==> src/rtl/machine_mode_types_1_12_pkg.sv <==
// Shared machine-mode trap types: sequencer states, exception flag bundle and cause codes.
package machine_mode_types_1_12_pkg;

  typedef enum logic [2:0] {
    IDLE,
    DRAIN,
    COMMIT,
    REDIRECT,
    SLEEP
  } prv_trap_state_t;

  localparam logic [3:0] CAUSE_INSN_MAL    = 4'd0;
  localparam logic [3:0] CAUSE_INSN_FAULT  = 4'd1;
  localparam logic [3:0] CAUSE_ILLEGAL     = 4'd2;
  localparam logic [3:0] CAUSE_BREAKPOINT  = 4'd3;
  localparam logic [3:0] CAUSE_LOAD_MAL    = 4'd4;
  localparam logic [3:0] CAUSE_LOAD_FAULT  = 4'd5;
  localparam logic [3:0] CAUSE_STORE_MAL   = 4'd6;
  localparam logic [3:0] CAUSE_STORE_FAULT = 4'd7;
  localparam logic [3:0] CAUSE_ENV_M       = 4'd11;
  localparam logic [3:0] IRQ_SOFT          = 4'd3;
  localparam logic [3:0] IRQ_TIMER         = 4'd7;
  localparam logic [3:0] IRQ_EXT           = 4'd11;

  typedef struct packed {
    logic fault_insn;
    logic mal_insn;
    logic illegal_insn;
    logic breakpoint;
    logic env;
    logic mal_s;
    logic mal_l;
    logic fault_s;
    logic fault_l;
  } prv_exc_t;

  typedef struct packed {
    logic       valid;
    logic       intr;
    logic [3:0] code;
  } prv_cause_t;

endpackage

==> src/rtl/prv_cause_encoder.sv <==
// Priority encoder: picks the single winning exception, else the highest enabled interrupt.
module prv_cause_encoder
  import machine_mode_types_1_12_pkg::*;
(
  input  prv_exc_t   exc,
  input  logic       irq_take,
  input  logic [2:0] irq_pend,   // {ext,soft,timer} already masked by mie_bits
  output prv_cause_t cause
);

  always_comb begin
    cause = '0;
    cause.valid = 1'b1;
    if      (exc.fault_insn)   cause.code = CAUSE_INSN_FAULT;
    else if (exc.mal_insn)     cause.code = CAUSE_INSN_MAL;
    else if (exc.illegal_insn) cause.code = CAUSE_ILLEGAL;
    else if (exc.breakpoint)   cause.code = CAUSE_BREAKPOINT;
    else if (exc.env)          cause.code = CAUSE_ENV_M;
    else if (exc.mal_s)        cause.code = CAUSE_STORE_MAL;
    else if (exc.mal_l)        cause.code = CAUSE_LOAD_MAL;
    else if (exc.fault_s)      cause.code = CAUSE_STORE_FAULT;
    else if (exc.fault_l)      cause.code = CAUSE_LOAD_FAULT;
    else if (irq_take) begin
      cause.intr = 1'b1;
      if      (irq_pend[2]) cause.code = IRQ_EXT;
      else if (irq_pend[1]) cause.code = IRQ_SOFT;
      else                  cause.code = IRQ_TIMER;
    end else begin
      cause.valid = 1'b0;
    end
  end

endmodule

==> src/rtl/prv_trap_sequencer.sv <==
// Machine-mode trap/MRET/WFI sequencer: select event, drain pipeline, commit CSRs, redirect fetch.
module prv_trap_sequencer
  import machine_mode_types_1_12_pkg::*;
#(
  parameter int WORD_W    = 32,
  parameter int DRAIN_MAX = 16
) (
  input  logic              CLK,
  input  logic              nRST,
  input  logic              fault_insn,
  input  logic              mal_insn,
  input  logic              illegal_insn,
  input  logic              breakpoint,
  input  logic              env,
  input  logic              mal_s,
  input  logic              mal_l,
  input  logic              fault_s,
  input  logic              fault_l,
  input  logic              ret,
  input  logic              wfi,
  input  logic              pipe_clear,
  input  logic [WORD_W-1:0] epc,
  input  logic [WORD_W-1:0] badaddr,
  input  logic              ext_int,
  input  logic              soft_int,
  input  logic              timer_int,
  input  logic [2:0]        mie_bits,
  input  logic              mstatus_mie,
  input  logic [WORD_W-1:0] mtvec,
  input  logic [WORD_W-1:0] mepc,
  output logic [WORD_W-1:0] priv_pc,
  output logic              insert_pc,
  output logic              intr,
  output logic              trap_we,
  output logic              ret_we,
  output logic [WORD_W-1:0] mcause_o,
  output logic [WORD_W-1:0] mepc_o,
  output logic [WORD_W-1:0] mtval_o,
  output logic              wfi_stall,
  output logic              drain_timeout
);

  localparam int CNT_W = $clog2(DRAIN_MAX + 1);

  prv_trap_state_t   state_q, state_d;
  logic [CNT_W-1:0]  cnt_q, cnt_d;
  logic [3:0]        code_q, code_d;
  logic              intr_q, intr_d;
  logic              is_ret_q, is_ret_d;
  logic [WORD_W-1:0] epc_q, epc_d;
  logic [WORD_W-1:0] tval_q, tval_d;
  logic              timeout_q, timeout_d;

  logic [2:0]        irq_pend;
  logic              irq_take;
  prv_exc_t          exc;
  prv_cause_t        cause;
  logic [WORD_W-1:0] tvec_base;

  assign irq_pend  = {ext_int, soft_int, timer_int} & mie_bits;
  assign irq_take  = mstatus_mie & (|irq_pend);
  assign exc       = '{fault_insn, mal_insn, illegal_insn, breakpoint, env,
                       mal_s, mal_l, fault_s, fault_l};
  assign tvec_base = {mtvec[WORD_W-1:2], 2'b00};

  prv_cause_encoder u_enc (
    .exc      (exc),
    .irq_take (irq_take),
    .irq_pend (irq_pend),
    .cause    (cause)
  );

  assign mcause_o      = {intr_q, {(WORD_W-5){1'b0}}, code_q};
  assign mepc_o        = epc_q;
  assign mtval_o       = tval_q;
  assign drain_timeout = timeout_q;

  always_comb begin
    state_d   = state_q;
    cnt_d     = cnt_q;
    code_d    = code_q;
    intr_d    = intr_q;
    is_ret_d  = is_ret_q;
    epc_d     = epc_q;
    tval_d    = tval_q;
    timeout_d = timeout_q;
    trap_we   = 1'b0;
    ret_we    = 1'b0;
    insert_pc = 1'b0;
    intr      = 1'b0;
    priv_pc   = '0;
    wfi_stall = 1'b0;
    case (state_q)
      IDLE: begin
        // Exceptions beat MRET, which beats interrupts; the encoder already ranks exc over irq.
        if (cause.valid && !cause.intr) begin
          code_d   = cause.code;
          intr_d   = 1'b0;
          is_ret_d = 1'b0;
          epc_d    = epc;
          tval_d   = badaddr;
          state_d  = DRAIN;
        end else if (ret) begin
          code_d   = '0;
          intr_d   = 1'b0;
          is_ret_d = 1'b1;
          state_d  = DRAIN;
        end else if (cause.valid) begin
          code_d   = cause.code;
          intr_d   = 1'b1;
          is_ret_d = 1'b0;
          epc_d    = epc;
          tval_d   = '0;
          state_d  = DRAIN;
        end else if (wfi && !(|irq_pend)) begin
          state_d  = SLEEP;
        end
      end
      DRAIN: begin
        cnt_d = cnt_q + 1'b1;
        if (pipe_clear) begin
          state_d = COMMIT;
        end else if (cnt_q == CNT_W'(DRAIN_MAX - 1)) begin
          timeout_d = 1'b1;
          state_d   = COMMIT;
        end
      end
      COMMIT: begin
        trap_we = !is_ret_q;
        ret_we  = is_ret_q;
        state_d = REDIRECT;
      end
      REDIRECT: begin
        insert_pc = 1'b1;
        intr      = intr_q;
        if (is_ret_q)                       priv_pc = mepc;
        else if (intr_q && mtvec[1:0] == 2'b01) priv_pc = tvec_base + {{(WORD_W-6){1'b0}}, code_q, 2'b00};
        else                                priv_pc = tvec_base;
        cnt_d   = '0;
        state_d = IDLE;
      end
      SLEEP: begin
        // Wake ignores mstatus_mie; IDLE decides whether a trap follows.
        wfi_stall = 1'b1;
        if (|irq_pend) state_d = IDLE;
      end
      default: state_d = IDLE;
    endcase
  end

  always_ff @(posedge CLK or negedge nRST) begin
    if (!nRST) begin
      state_q   <= IDLE;
      cnt_q     <= '0;
      code_q    <= '0;
      intr_q    <= 1'b0;
      is_ret_q  <= 1'b0;
      epc_q     <= '0;
      tval_q    <= '0;
      timeout_q <= 1'b0;
    end else begin
      state_q   <= state_d;
      cnt_q     <= cnt_d;
      code_q    <= code_d;
      intr_q    <= intr_d;
      is_ret_q  <= is_ret_d;
      epc_q     <= epc_d;
      tval_q    <= tval_d;
      timeout_q <= timeout_d;
    end
  end

endmodule

==> config.mk <==
export PLATFORM = sky130hd
export DESIGN_NAME = prv_trap_sequencer
export DESIGN_NICKNAME = d
export VERILOG_FILES = /design/src/rtl/machine_mode_types_1_12_pkg.sv /design/src/rtl/prv_cause_encoder.sv /design/src/rtl/prv_trap_sequencer.sv
export SDC_FILE = /design/constraint.sdc
export NUM_CORES = 1
export LEC_CHECK = 0
export ABC_CLOCK_PERIOD_IN_PS = 9900
export BUFFER_PORTS_ARGS = -buffer_cell sky130_fd_sc_hd__buf_2
export CORE_AREA = 10 10 140 90
export CTS_CLUSTER_DIAMETER = 30
export CTS_CLUSTER_SIZE = 24
export DETAILED_ROUTE_END_ITERATION = 10
export DIE_AREA = 0 0 150 100
export PLACE_DENSITY = 0.87
export SETUP_SLACK_MARGIN = 0.3
export SLEW_MARGIN = 20
export SYNTH_ARGS = -nofsm -noshare
export SYNTH_HDL_FRONTEND = slang
export SYNTH_SLANG_ARGS = --single-unit
export TNS_END_PERCENT = 30
==> constraint.sdc <==
create_clock -name CLK -period 9.9 [get_ports CLK]
set_clock_uncertainty 0.2 [all_clocks]
set_input_delay 1.98 -clock CLK [delete_from_list [all_inputs] [get_ports CLK]]
set_output_delay 1.98 -clock CLK [all_outputs]
set_load 0.005 [all_outputs]
# Yosys cells after proc, flatten, opt, wreduce, memory -nomap -nowiden
# Cells that the tools add are included.
dict set report word_totals {
  reg_bits 79
  input_bits 149
  output_inout_bits 134
  elab_cells 92
}
dict set report op_classes {
  add_sub_neg 2
  eq_ne 10
  muxes 54
  n_bitwise 3
  reduce_logical 15
}
# cell count
set op_table {}
lappend op_table {{$mux W32} 9}
lappend op_table {{$mux W4} 13}
lappend op_table {{$add A32 B6 Y32} 1}
lappend op_table {{$mux W3} 8}
lappend op_table {{$mux W2} 9}
lappend op_table {{$mux W1} 12}
lappend op_table {{$pmux W3 S4} 1}
lappend op_table {{$pmux W5 S2} 1}
lappend op_table {{$reduce_and A3 Y1} 3}
lappend op_table {{$eq A3 B2 Y1 const B} 2}
lappend op_table {{$add A5 B1 Y5 const B} 1}
lappend op_table {{$eq A5 B4 Y1 const B} 1}
lappend op_table {{$mux W5} 1}
lappend op_table {{$ne A5 B5 Y1 const B} 1}
lappend op_table {{$reduce_bool A2 Y1} 2}
lappend op_table {{$and A3 B3 Y3} 1}
lappend op_table {{$eq A3 B1 Y1 const B} 1}
lappend op_table {{$eq A3 B3 Y1 const B} 1}
lappend op_table {{$logic_and A1 B1 Y1} 3}
lappend op_table {{$logic_not A1 Y1} 3}
lappend op_table {{$logic_not A3 Y1} 1}
lappend op_table {{$ne A3 B3 Y1 const B} 1}
lappend op_table {{$reduce_bool A3 Y1} 1}
lappend op_table {{$reduce_or A3 Y1} 1}
lappend op_table {{other kinds (6)} 6}

# Longest topological paths before layout
dict set report logic_depth {
  word_depth 17
  ltp_mapped 8
  mapped_depth_nobuf 7
}

# By module
# From an unflattened synthesis, not the netlist that was laid out.
dict set report hier_totals {
  cells_unflattened 531
  area_unflattened_um2 4709.5
}
# module instances cells_each area_each_um2 seq_area_each_um2
set modules_own_cells {}
lappend modules_own_cells {prv_trap_sequencer 1 512 4575.6 1976.9}
lappend modules_own_cells {prv_cause_encoder 1 19 133.9 0.0}

# Worst setup path after synthesis
# No wires, ideal clock.
dict set report synth_path {
  path_type {input to output}
  startpoint {in mtvec[2]}
  endpoint {out priv_pc[30]}
  arrival_time_ns 4.006
  slack_ns 3.714
  path_stages 8
  n_path_buf 1
  cell_sequence {ha_1 -> fa_1 -> a21o_1 -> a21oi_1 -> clkbuf_1 -> nor4_2 -> xnor2_1 -> a211oi_1}
}
dict set report synth_via {
  elab_chain_cells 4
}
# element line
set synth_lines {}
lappend synth_lines {{start, declared} prv_trap_sequencer.sv:29} ;# input logic [WORD_W-1:0] mtvec,
lappend synth_lines {{$add A32 B6 Y32} prv_trap_sequencer.sv:137} ;# else if (intr_q && mtvec[1:0] == 2'b01) priv_pc = tvec_base + {{(WORD_W-6){1'b0}}, code_q, 2'b00};
lappend synth_lines {{$mux W32} prv_trap_sequencer.sv:137}
lappend synth_lines {{$mux W32} prv_trap_sequencer.sv:136} ;# if (is_ret_q) priv_pc = mepc;
lappend synth_lines {{$mux W32} prv_trap_sequencer.sv:93} ;# case (state_q)
lappend synth_lines {{end, declared} prv_trap_sequencer.sv:31} ;# output logic [WORD_W-1:0] priv_pc,
# Every way passes these cells.

# Worst setup path after layout
dict set report layout_path {
  startpoint {in mtvec[1]}
  endpoint {out priv_pc[24]}
}
dict set report layout_via {
  elab_chain_cells 5
}
# element line
set layout_lines {}
lappend layout_lines {{$eq A2 B1 Y1} prv_trap_sequencer.sv:137}
lappend layout_lines {{$logic_and A1 B1 Y1} prv_trap_sequencer.sv:137}
lappend layout_lines {{$mux W32} prv_trap_sequencer.sv:137}
lappend layout_lines {{$mux W32} prv_trap_sequencer.sv:136}
lappend layout_lines {{$mux W32} prv_trap_sequencer.sv:93}
# Every way passes these cells.

==> summary.md <==
| Metric | Value |
|---|---|
| Cts repair resizes | `0` |
| Leakage | `3.12 nW` |
| CP max stage cell | `or3_1` |
| CP Data Arrival Time | `about 4 ns` |
| Worst path most repeated cell | `buf_2` |
| Drt first pass iters | `5` |
| Post-CTS Setup Inserts | `0` |
| Yosys top cell area share | `42.8%` |
| First-pass GRT wire length | `24500 um` |
| Post-route setup slack | `between 3 and 4 ns` |
| Vias in the first global route | `4608` |
| PortBufs | `between 200 and 300` |
| Comb pwr share | `42.6%` |
| PwrDens | `251 nW/um^2` |
| Htree depth | `3` |
| Clock buffer depth | `2` |
| Fillers | `just over 900` |
| Worst Setup Start Kind | `input pin` |
| Iteration-0 DRC Markers | `360` |
| GRT Total Usage | `20.3%` |
| Setup TNS Final | `0 ns` |
| Post-route cell area | `6160 sq um` |
| Ratio of cells with drive above 1 in the final layout | `44.0%` |
| Reg clk slew, reported paths | `0.06 ns` |
| Pint | `roughly 980 uW` |
| Distinct cells, synth | `60` |
| Psw | `564 uW` |
| Placed Area | `5870 sq um` |
| Syn Area/Cell | `10.3 sq um` |
| Final setup fails | `0` |
| Outcome | `finished, final reports clean` |
| CTS tree | `yes` |
| Fin crit share | `approximately 64%` |
| Worst path cell trace | `buf_2 > nand4b_4 > or3_1 > nor4b_4 > mux2_1 > nor2_1 > buf_2` |
| Height of the die | `100 um` |
| Syn-to-layout area delta | `33.4%` |
| RSZ-0062 raised after global routing | `false` |
| Die ar. | `15000 sq um` |
| # IOs | `roughly 280` |
| Pin count of the biggest net entering global routing | `80` |
| Clock sink count | `79` |
| Final Critical Period | `around 6.3 ns` |
| Max-cap violations | `0` |
| Sequential area share after synthesis | `42.8%` |
| Worst Path Max Fanout | `17` |
| Antenna fix cells | `0` |
| Max Clk Rate | `159 MHz` |
| Worst-Margin Slew | `about 1.0 ns` |
| Clock latency at the later pin of the worst-skew pair | `roughly 0.32 ns` |
| Commonest cells after routing, fill and taps aside | `buf_2 (254), dfrtp_1 (79), a21oi_1 (33), o21ai_0 (33), a22o_1 (33)` |
| Max-Slew Margin vs Limit | `between 30% and 40%` |
| Placed cells | `816` |
| Initial antenna violation count | `2` |
| Core Box Area | `10200 sq um` |
| CTS root buf | `clkbuf_16` |
| Via count | `4416` |
| Hold buffers post-CTS | `0` |
| Post-layout instance count excluding filler cells | `roughly 830` |
| Initial core utilization | `45.2%` |
| Post-DP HPWL | `13300 um` |
| DRC Markers | `0` |
| Hold WS | `0.272 ns` |
| EDFF count, synth | `0` |
| Main synth FF type | `dfrtp_1` |
| Vias per cell | `5.31` |
| Post-Synthesis Cells | `between 400 and 500` |
| Top post-synthesis cells by area | `dfrtp_1 (43%), a22o_1 (6.3%), mux2_1 (5.4%), buf_4 (4.7%), xnor2_1 (4.2%)` |
| Register share of total power | `37.1%` |
| CP Data Required Time | `between 7 and 8 ns` |
| Clk pwr share | `20.3%` |
| Commonest non-fill, non-tap cell in the layout | `buf_2` |
| Post-Syn Area | `4620 sq um` |
| CTS Buf Count | `9` |
| Final ANT Viol Nets | `0` |
| Die Width | `around 150 um` |
| Wire per inst | `19.5 um` |
| Class of the worst hold path | `reg2reg` |
| Total gr overflow | `0` |
| Routability congestion estimate | `0.894` |
| Setup crit end kind | `output pin` |
| Rows | `29` |
| Dpl ws | `3.61 ns` |
| Synth async-reset ratio | `100%` |
| Flops & latches, synth | `79` |
| Setup CP Type | `in2out` |
| Final hold vios | `0` |
| R2R Setup Slk | `7.44 ns` |
| Switching Share | `about 36%` |
| YS warnings | `0` |
| Fin util | `approximately three fifths` |
| Yosys top cell by area | `dfrtp_1` |
| Total wire length | `between 15000 and 20000 um` |
| NumNets Final | `844` |
| Total power | `1.55 mW` |
| Largest vdd supply drop | `just over 0.0002 V` |
| CP peak stage delay | `approximately 0.80 ns` |
| Fin. max-slew vios | `0` |
## Yosys cell counts (4+ instances only)
master / instances
dfrtp_1: 79
a21oi_1: 33
a22o_1: 33
o21ai_0: 33
buf_4: 29
nor2_1: 23
mux2_1: 22
xnor2_1: 22
nand2_1: 21
clkbuf_1: 18
nor3_1: 14
mux2_2: 11
and3_1: 6
buf_2: 6
ha_1: 6
inv_1: 6
mux2i_1: 5
nand3_1: 5
nand4_1: 5
nand2b_1: 4
nor4_4: 4
or3_1: 4
## layout make-up
class | instances | area, sq um | area share, %
multi-input combinational | 332 | 2390 | 38.7
timing repair buffer | 258 | 1300 | 21.1
clock inverter | 5 | 41.3 | 0.670
inverter | 8 | 30.0 | 0.487
tap | 139 | 174 | 2.82
sequential | 79 | 1980 | 32.1
clock buffer | 11 | 253 | 4.10
## critical path: cells and delay by family
kind | cells | cell delay [ns]
buffers and inverters | 2 | 0.22
AND/OR/NAND/NOR | 4 | 1.55
multiplexers | 1 | 0.36
## registers in the layout, summed over array words and instances (netlist names)
signal / cells
mepc_o: 32
mtval_o: 32
cnt_q: 5
code_q: 4
state_q: 3
drain_timeout: 1
intr_q: 1
is_ret_q: 1
## path summary, 6_finish.rpt
kind / from / cells past startpoint / endpoint
worst min register to register: drain_timeout / 1 / drain_timeout
worst max-delay path: mtvec[1] / 7 / priv_pc[24]
max in group asynchronous: nRST / 1 / mtval_o[26]
min in group asynchronous: nRST / 1 / mepc_o[30]
worst min-delay path: drain_timeout / 1 / drain_timeout
worst max register to register: state_q[1] / 4 / mepc_o[17]
## power by group through the flow
stage	Clock, mW	Combinational [mW]	Sequential (mW)
finish	0.315	0.659	0.574
global route	0.338	0.725	0.594
CTS	0.323	0.667	0.573
detailed placement	0	0.664	0.577
global placement	0	0.637	0.563
floorplan	0	0.360	0.572
## layer usage
| layer | GRT usage [%] | part of all wire (%) | vias to the layer above |
|---|---|---|---|
| met5 | 0 | 0.14 | - |
| met4 | 4.54 | 1.3 | 4 |
| met3 | 5.88 | 7.8 | 24 |
| met2 | 35.9 | 52 | 184 |
| met1 | 23.8 | 39 | 2141 |
| li1 | - | - | 2063 |
## cell families after synthesis
kind of cell	count (synthesis)	synth area share [%]
flip-flops	79	42.8
AND/OR/NAND/NOR	113	15.8
other	1	0.0812
buffers and inverters	63	7.96
multiplexers	38	9.13
XOR/XNOR	24	4.55
AO/OA/AOI/OAI	123	17.7
adder cells (fa/ha/maj)	7	2.06
(Power assumes the default switching activity.)
